### config.mk
export PLATFORM = sky130hd
export DESIGN_NAME = core_mdu_ctrl
export DESIGN_NICKNAME = d
export VERILOG_FILES = /design/src/rtl/core_mdu_ctrl.sv
export SDC_FILE = /design/constraint.sdc
export NUM_CORES = 1
export LEC_CHECK = 0
export ABC_AREA = 1
export CELL_PAD_IN_SITES_DETAIL_PLACEMENT = 1
export CELL_PAD_IN_SITES_GLOBAL_PLACEMENT = 1
export CORE_AREA = 2 2 213 215
export CTS_BUF_LIST = sky130_fd_sc_hd__clkbuf_8 sky130_fd_sc_hd__clkbuf_16
export DETAILED_ROUTE_END_ITERATION = 6
export DIE_AREA = 0 0 215 217
export HOLD_SLACK_MARGIN = 0.06
export MAX_ROUTING_LAYER = met4
export PLACE_DENSITY = 0.75
export SYNTH_ARGS = -nofsm -noshare
export SYNTH_HDL_FRONTEND = slang
export SYNTH_SLANG_ARGS = --single-unit
### constraint.sdc
create_clock -name g_clk -period 3.9 [get_ports g_clk]
set_input_delay 0.585 -clock g_clk [delete_from_list [all_inputs] [get_ports g_clk]]
set_output_delay 0.585 -clock g_clk [all_outputs]
set_load 0.01 [all_outputs]
### src/rtl/core_mdu_ctrl.sv
// Two-port round-robin front-end for the shared multiply/divide unit: latches the op, runs the MDU, returns the result, flushes.
// Optional one-entry result cache enabled by defining CORE_MDU_RESULT_CACHE_EN.
module core_mdu_ctrl #(
    parameter int XLEN = 64
) (
    input  logic            g_clk,
    input  logic            g_resetn,
    input  logic [1:0]      req_valid,
    output logic [1:0]      req_ready,
    input  logic [7:0]      req_op0,
    input  logic [7:0]      req_op1,
    input  logic [1:0]      req_word,
    input  logic [XLEN-1:0] req_rs1_0,
    input  logic [XLEN-1:0] req_rs2_0,
    input  logic [XLEN-1:0] req_rs1_1,
    input  logic [XLEN-1:0] req_rs2_1,
    input  logic [1:0]      cancel,
    output logic [1:0]      rsp_valid,
    input  logic [1:0]      rsp_ready,
    output logic [XLEN-1:0] rsp_data,
    output logic            mdu_valid,
    output logic            mdu_op_word,
    output logic            mdu_op_mul,
    output logic            mdu_op_mulh,
    output logic            mdu_op_mulhu,
    output logic            mdu_op_mulhsu,
    output logic            mdu_op_div,
    output logic            mdu_op_divu,
    output logic            mdu_op_rem,
    output logic            mdu_op_remu,
    output logic [XLEN-1:0] mdu_rs1,
    output logic [XLEN-1:0] mdu_rs2,
    output logic            mdu_flush,
    input  logic            mdu_ready,
    input  logic [XLEN-1:0] mdu_rd
);

    typedef enum logic [1:0] {S_IDLE, S_RUN, S_RSP, S_CLEAR} state_t;

    state_t            state_q, state_d;
    logic              owner_q, owner_d;
    logic              last_grant_q, last_grant_d;
    logic [7:0]        op_q, op_d;
    logic              word_q, word_d;
    logic [XLEN-1:0]   rs1_q, rs1_d;
    logic [XLEN-1:0]   rs2_q, rs2_d;
    logic [XLEN-1:0]   result_q, result_d;
    logic              skip_clear_q, skip_clear_d;

    logic [1:0]        elig;
    logic [1:0]        grant;
    logic              sel;
    logic [7:0]        sel_op;
    logic [7:0]        sel_op_m1;
    logic              sel_op_ok;
    logic              sel_word;
    logic [XLEN-1:0]   sel_rs1;
    logic [XLEN-1:0]   sel_rs2;
    logic              cache_hit;
    logic [XLEN-1:0]   cache_rd;

    // When both ports are eligible the one not served last wins.
    always_comb begin
        elig = req_valid & ~cancel;
        if (elig == 2'b11) begin
            grant = last_grant_q ? 2'b01 : 2'b10;
        end else begin
            grant = elig;
        end
        sel       = grant[1];
        sel_op    = sel ? req_op1 : req_op0;
        sel_word  = req_word[sel];
        sel_rs1   = sel ? req_rs1_1 : req_rs1_0;
        sel_rs2   = sel ? req_rs2_1 : req_rs2_0;
        sel_op_m1 = sel_op - 8'd1;
        sel_op_ok = (sel_op != 8'd0) && ((sel_op & sel_op_m1) == 8'd0);
    end

`ifdef CORE_MDU_RESULT_CACHE_EN
    logic              cache_vld_q, cache_vld_d;
    logic [7:0]        cache_op_q, cache_op_d;
    logic              cache_word_q, cache_word_d;
    logic [XLEN-1:0]   cache_rs1_q, cache_rs1_d;
    logic [XLEN-1:0]   cache_rs2_q, cache_rs2_d;
    logic [XLEN-1:0]   cache_res_q, cache_res_d;

    always_comb begin
        cache_vld_d  = cache_vld_q;
        cache_op_d   = cache_op_q;
        cache_word_d = cache_word_q;
        cache_rs1_d  = cache_rs1_q;
        cache_rs2_d  = cache_rs2_q;
        cache_res_d  = cache_res_q;
        if (state_q == S_RUN && mdu_ready && !cancel[owner_q]) begin
            cache_vld_d  = 1'b1;
            cache_op_d   = op_q;
            cache_word_d = word_q;
            cache_rs1_d  = rs1_q;
            cache_rs2_d  = rs2_q;
            cache_res_d  = mdu_rd;
        end
    end

    always_ff @(posedge g_clk) begin
        if (!g_resetn) begin
            cache_vld_q  <= 1'b0;
            cache_op_q   <= 8'd0;
            cache_word_q <= 1'b0;
            cache_rs1_q  <= '0;
            cache_rs2_q  <= '0;
            cache_res_q  <= '0;
        end else begin
            cache_vld_q  <= cache_vld_d;
            cache_op_q   <= cache_op_d;
            cache_word_q <= cache_word_d;
            cache_rs1_q  <= cache_rs1_d;
            cache_rs2_q  <= cache_rs2_d;
            cache_res_q  <= cache_res_d;
        end
    end

    assign cache_hit = cache_vld_q && (cache_op_q == sel_op) && (cache_word_q == sel_word)
                       && (cache_rs1_q == sel_rs1) && (cache_rs2_q == sel_rs2);
    assign cache_rd  = cache_res_q;
`else
    assign cache_hit = 1'b0;
    assign cache_rd  = '0;
`endif

    always_comb begin
        state_d      = state_q;
        owner_d      = owner_q;
        last_grant_d = last_grant_q;
        op_d         = op_q;
        word_d       = word_q;
        rs1_d        = rs1_q;
        rs2_d        = rs2_q;
        result_d     = result_q;
        skip_clear_d = skip_clear_q;
        case (state_q)
            S_IDLE: begin
                if (grant != 2'b00) begin
                    owner_d      = sel;
                    last_grant_d = sel;
                    op_d         = sel_op;
                    word_d       = sel_word;
                    rs1_d        = sel_rs1;
                    rs2_d        = sel_rs2;
                    skip_clear_d = 1'b0;
                    if (!sel_op_ok) begin
                        result_d = '0;
                        state_d  = S_RSP;
                    end else if (cache_hit) begin
                        result_d     = cache_rd;
                        skip_clear_d = 1'b1;
                        state_d      = S_RSP;
                    end else begin
                        state_d = S_RUN;
                    end
                end
            end
            // Cancel beats a simultaneous mdu_ready: the result is dropped.
            S_RUN: begin
                if (cancel[owner_q]) begin
                    state_d = S_CLEAR;
                end else if (mdu_ready) begin
                    result_d = mdu_rd;
                    state_d  = S_RSP;
                end
            end
            S_RSP: begin
                if (cancel[owner_q]) begin
                    state_d = S_CLEAR;
                end else if (rsp_ready[owner_q]) begin
                    state_d = skip_clear_q ? S_IDLE : S_CLEAR;
                end
            end
            default: state_d = S_IDLE;
        endcase
    end

    always_ff @(posedge g_clk) begin
        if (!g_resetn) begin
            state_q      <= S_IDLE;
            owner_q      <= 1'b0;
            last_grant_q <= 1'b1;
            op_q         <= 8'd0;
            word_q       <= 1'b0;
            rs1_q        <= '0;
            rs2_q        <= '0;
            result_q     <= '0;
            skip_clear_q <= 1'b0;
        end else begin
            state_q      <= state_d;
            owner_q      <= owner_d;
            last_grant_q <= last_grant_d;
            op_q         <= op_d;
            word_q       <= word_d;
            rs1_q        <= rs1_d;
            rs2_q        <= rs2_d;
            result_q     <= result_d;
            skip_clear_q <= skip_clear_d;
        end
    end

    // Grant is combinational, so it must be masked while reset is held.
    assign req_ready = (state_q == S_IDLE && g_resetn) ? grant : 2'b00;

    for (genvar gi = 0; gi < 2; gi++) begin : g_rsp
        assign rsp_valid[gi] = (state_q == S_RSP) && (owner_q == gi) && !cancel[gi];
    end

    assign rsp_data    = result_q;
    assign mdu_valid   = (state_q == S_RUN);
    assign mdu_flush   = (state_q == S_CLEAR);
    assign mdu_op_word = mdu_valid & word_q;
    assign {mdu_op_remu, mdu_op_rem, mdu_op_divu, mdu_op_div,
            mdu_op_mulhsu, mdu_op_mulhu, mdu_op_mulh, mdu_op_mul} = mdu_valid ? op_q : 8'd0;
    assign mdu_rs1     = rs1_q;
    assign mdu_rs2     = rs2_q;

endmodule

==> flow_summary.yaml <==
run_status:
  status: "finished clean"
setup_path:
  critPathLaunchType: "input port"
  worstRegToRegCells: 14
  r2r-end: "rsp_data[38]$_SDFFE_PN0P_"
  cpPeakStageDelay_ps: 640
  cpMostUsedCell: "clkdlybuf4s50_1"
  reg2reg_slack_ps: 970
  worst-setup-path-type: "in -> out"
  slowest_stage: "clkdlybuf4s50_1"
  cp_data_required_time_ps: 3310
  worstPathMaxFanout: 42
  cp.arrival_ps: 2820
  path_cells: "clkdlybuf4s50_1 -> nor2_4 -> nand2_4 -> nor3_1 -> clkdlybuf4s50_1"
  worst_setup_path_end_kind: "primary output"
  r2r-start: "last_grant_q$_SDFFE_PN1P_"
place:
  port_buffers: 553
  placed_area_mm2: 0.01632
  place_congestion: 0.8822
  dpl_worst_slack_ps: 247.5
  dp_hpwl_um: 35180
floorplanning:
  initial_core_util: 0.2297
  dieHeight_um: 217
  placementRows: 78
  core_area_mm2: 0.04470
  io_pins: 554
  die-area_mm2: 0.04666
  dieWidth_um: 215
timing:
  hold_ws_ps: 450.4
  timing.clock.skew_ps: 26.79
  worst_pin_slew_ps: 968.8
  period_share: 0.8732
  finalSetupViolations: 0
  period_needed_ps: 3406
  timing.slew.headroom: 0.3542
  finalSetupTns_ps: 0
  clock.fmax_ghz: 0.2936
  rsz0062_at_grt: "no"
  fin_ws_ps: 494.5
  slew_violations: 0
  finalHoldViolCount: 0
cells_and_area:
  fillers: 5606
  most-common-layout-cells: "clkdlybuf4s50_1, nand2_1, inv_1, dfxtp_1, nand3_1"
  final_cell_area_mm2: 0.01726
  drive_gt1_frac: 0.03925
  nets: 2420
  syn_to_final_growth_pct: 68.08
  final_common_cell: "clkdlybuf4s50_1"
logic_synthesis:
  synth_cell_types: 24
  synth.area.top_cells: "dfxtp_1, nand2_1, inv_1, o211ai_1, nand3_1"
  ys_seq_elements: 205
  ys_seq_area_frac: 0.3997
  netlist.area_leader.share: 0.3997
  yosysWarnings: 0
  synth_cells: 1580
  syn_area_per_cell_um2: 6.498
  synth_nets: 1931
  synth_top_cell_by_area: "dfxtp_1"
  netlist_area_mm2: 0.01027
global_routing:
  overflow: 0
  grt_util_all_layers: 0.2011
  grt_max_degree: 131
  grt_pass1_wl_um: 71770
  antenna_found_initial: 10
  grt_pass1_vias: 12730
hold_path:
  hold_path_class: "in -> reg"
  hold_depth: 3
  hp-start: "g_resetn"
  holdPathEnd: "mdu_rs1[12]$_SDFFE_PN0P_"
pwr:
  p_leak_nw: 8.122
  peakVddDrop_mv: 0.3324
  power_density_mw_per_mm2: 647.6
clocking:
  cts_sinks: 205
  cts_hold_buffers: 0
  clockBufferDepth: 3
  clk_pin_slew_ps: 70
  post_cts_buffers: 0
  cts-buffers-inserted: 27
  cts_resized: 0
  cts_max_level: 1
  cts_tree: "built"
  clockRootBuffer: "clkbuf_16"
  clk_latency_ps: 560
flow_run:
  max-cap-violations: 0
detailed_routing:
  antenna_left: 0
  wl_um: 47200
  vias_per_cell: 4.436
  vias: 11970
  drt_iter0_drc: 552
  wl_per_cell_um: 17.49
  route.detailed.drc: 0
  firstDrtPassIters: 4
cells in the mapped netlist (all sizes together):
cell,n
nor2,94
inv,296
nand3b,5
nand3,142
buf,45
nand4,47
a21oi,15
clkbuf,70
nand2,515
o211ai,129
o21ai,9
nor4,1
dfxtp,205
ha,4
nor3,3
where the power goes:
part	internal [W]	switching (W)
Combinational	0.00250	0.00281
Sequential	0.00286	0.000433
Clock	0.00154	0.00103
routing by layer:
metal | track usage | part of all wire
met1 | 0.2123 | 0.39
met4 | 0.08460 | 0.045
met3 | 0.06415 | 0.080
met2 | 0.3474 | 0.48
met5 | - | 0
state kept, by name, summed over array words and instances (netlist names):
name          cells
op_q              8
mdu_rs1          64
owner_q           1
mdu_rs2          64
state_q           2
rsp_data         64
last_grant_q      1
word_q            1
through the flow:
step	util	std cells	total power (W)
after global placement	0.3650	2640	0.008487
after detailed placement	0.3650	2640	0.008670
after global routing	0.3861	2699	0.01204
final	0.3861	2699	0.01118
after floorplan	-	1580	0.005939
after CTS	0.3855	2689	0.01136
cells by family after synthesis:
family | share of synthesized area
adders and majority gates | 0.004875
and+or+nand+nor | 0.3316
AOI/OAI and AO/OA | 0.1060
buffers and inverters | 0.1578
DFF | 0.3997
worst max-delay path: cells and delay by family:
kind / cells / cell delay, ps
buffers and inverters: 2 / 1140
and+or+nand+nor: 3 / 1080
worst max-delay path by stage:
stage | from | to | slack [ps]
final | cancel[1] | req_ready[1] | 490
after global routing | cancel[1] | req_ready[1] | 340
after CTS | cancel[1] | req_ready[1] | 470
after detailed placement | cancel[0] | rsp_data[38]$_SDFFE_PN0P_ | 250
after global placement | req_valid[0] | rsp_data[43]$_SDFFE_PN0P_ | 400
after floorplan | g_resetn | req_ready[0] | 1760
final cells by class:
class	instances	area, um2	area share
multi-input combinational	964	4558	0.2641
clock buffer	31	730.7	0.04234
tap	600	750.7	0.04350
antenna	10	25.02	0.001450
sequential	205	4104	0.2378
timing repair buffer	575	5789	0.3355
clock inverter	18	186.4	0.01080
inverter	296	1114	0.06453
(Power assumes the default switching activity.)
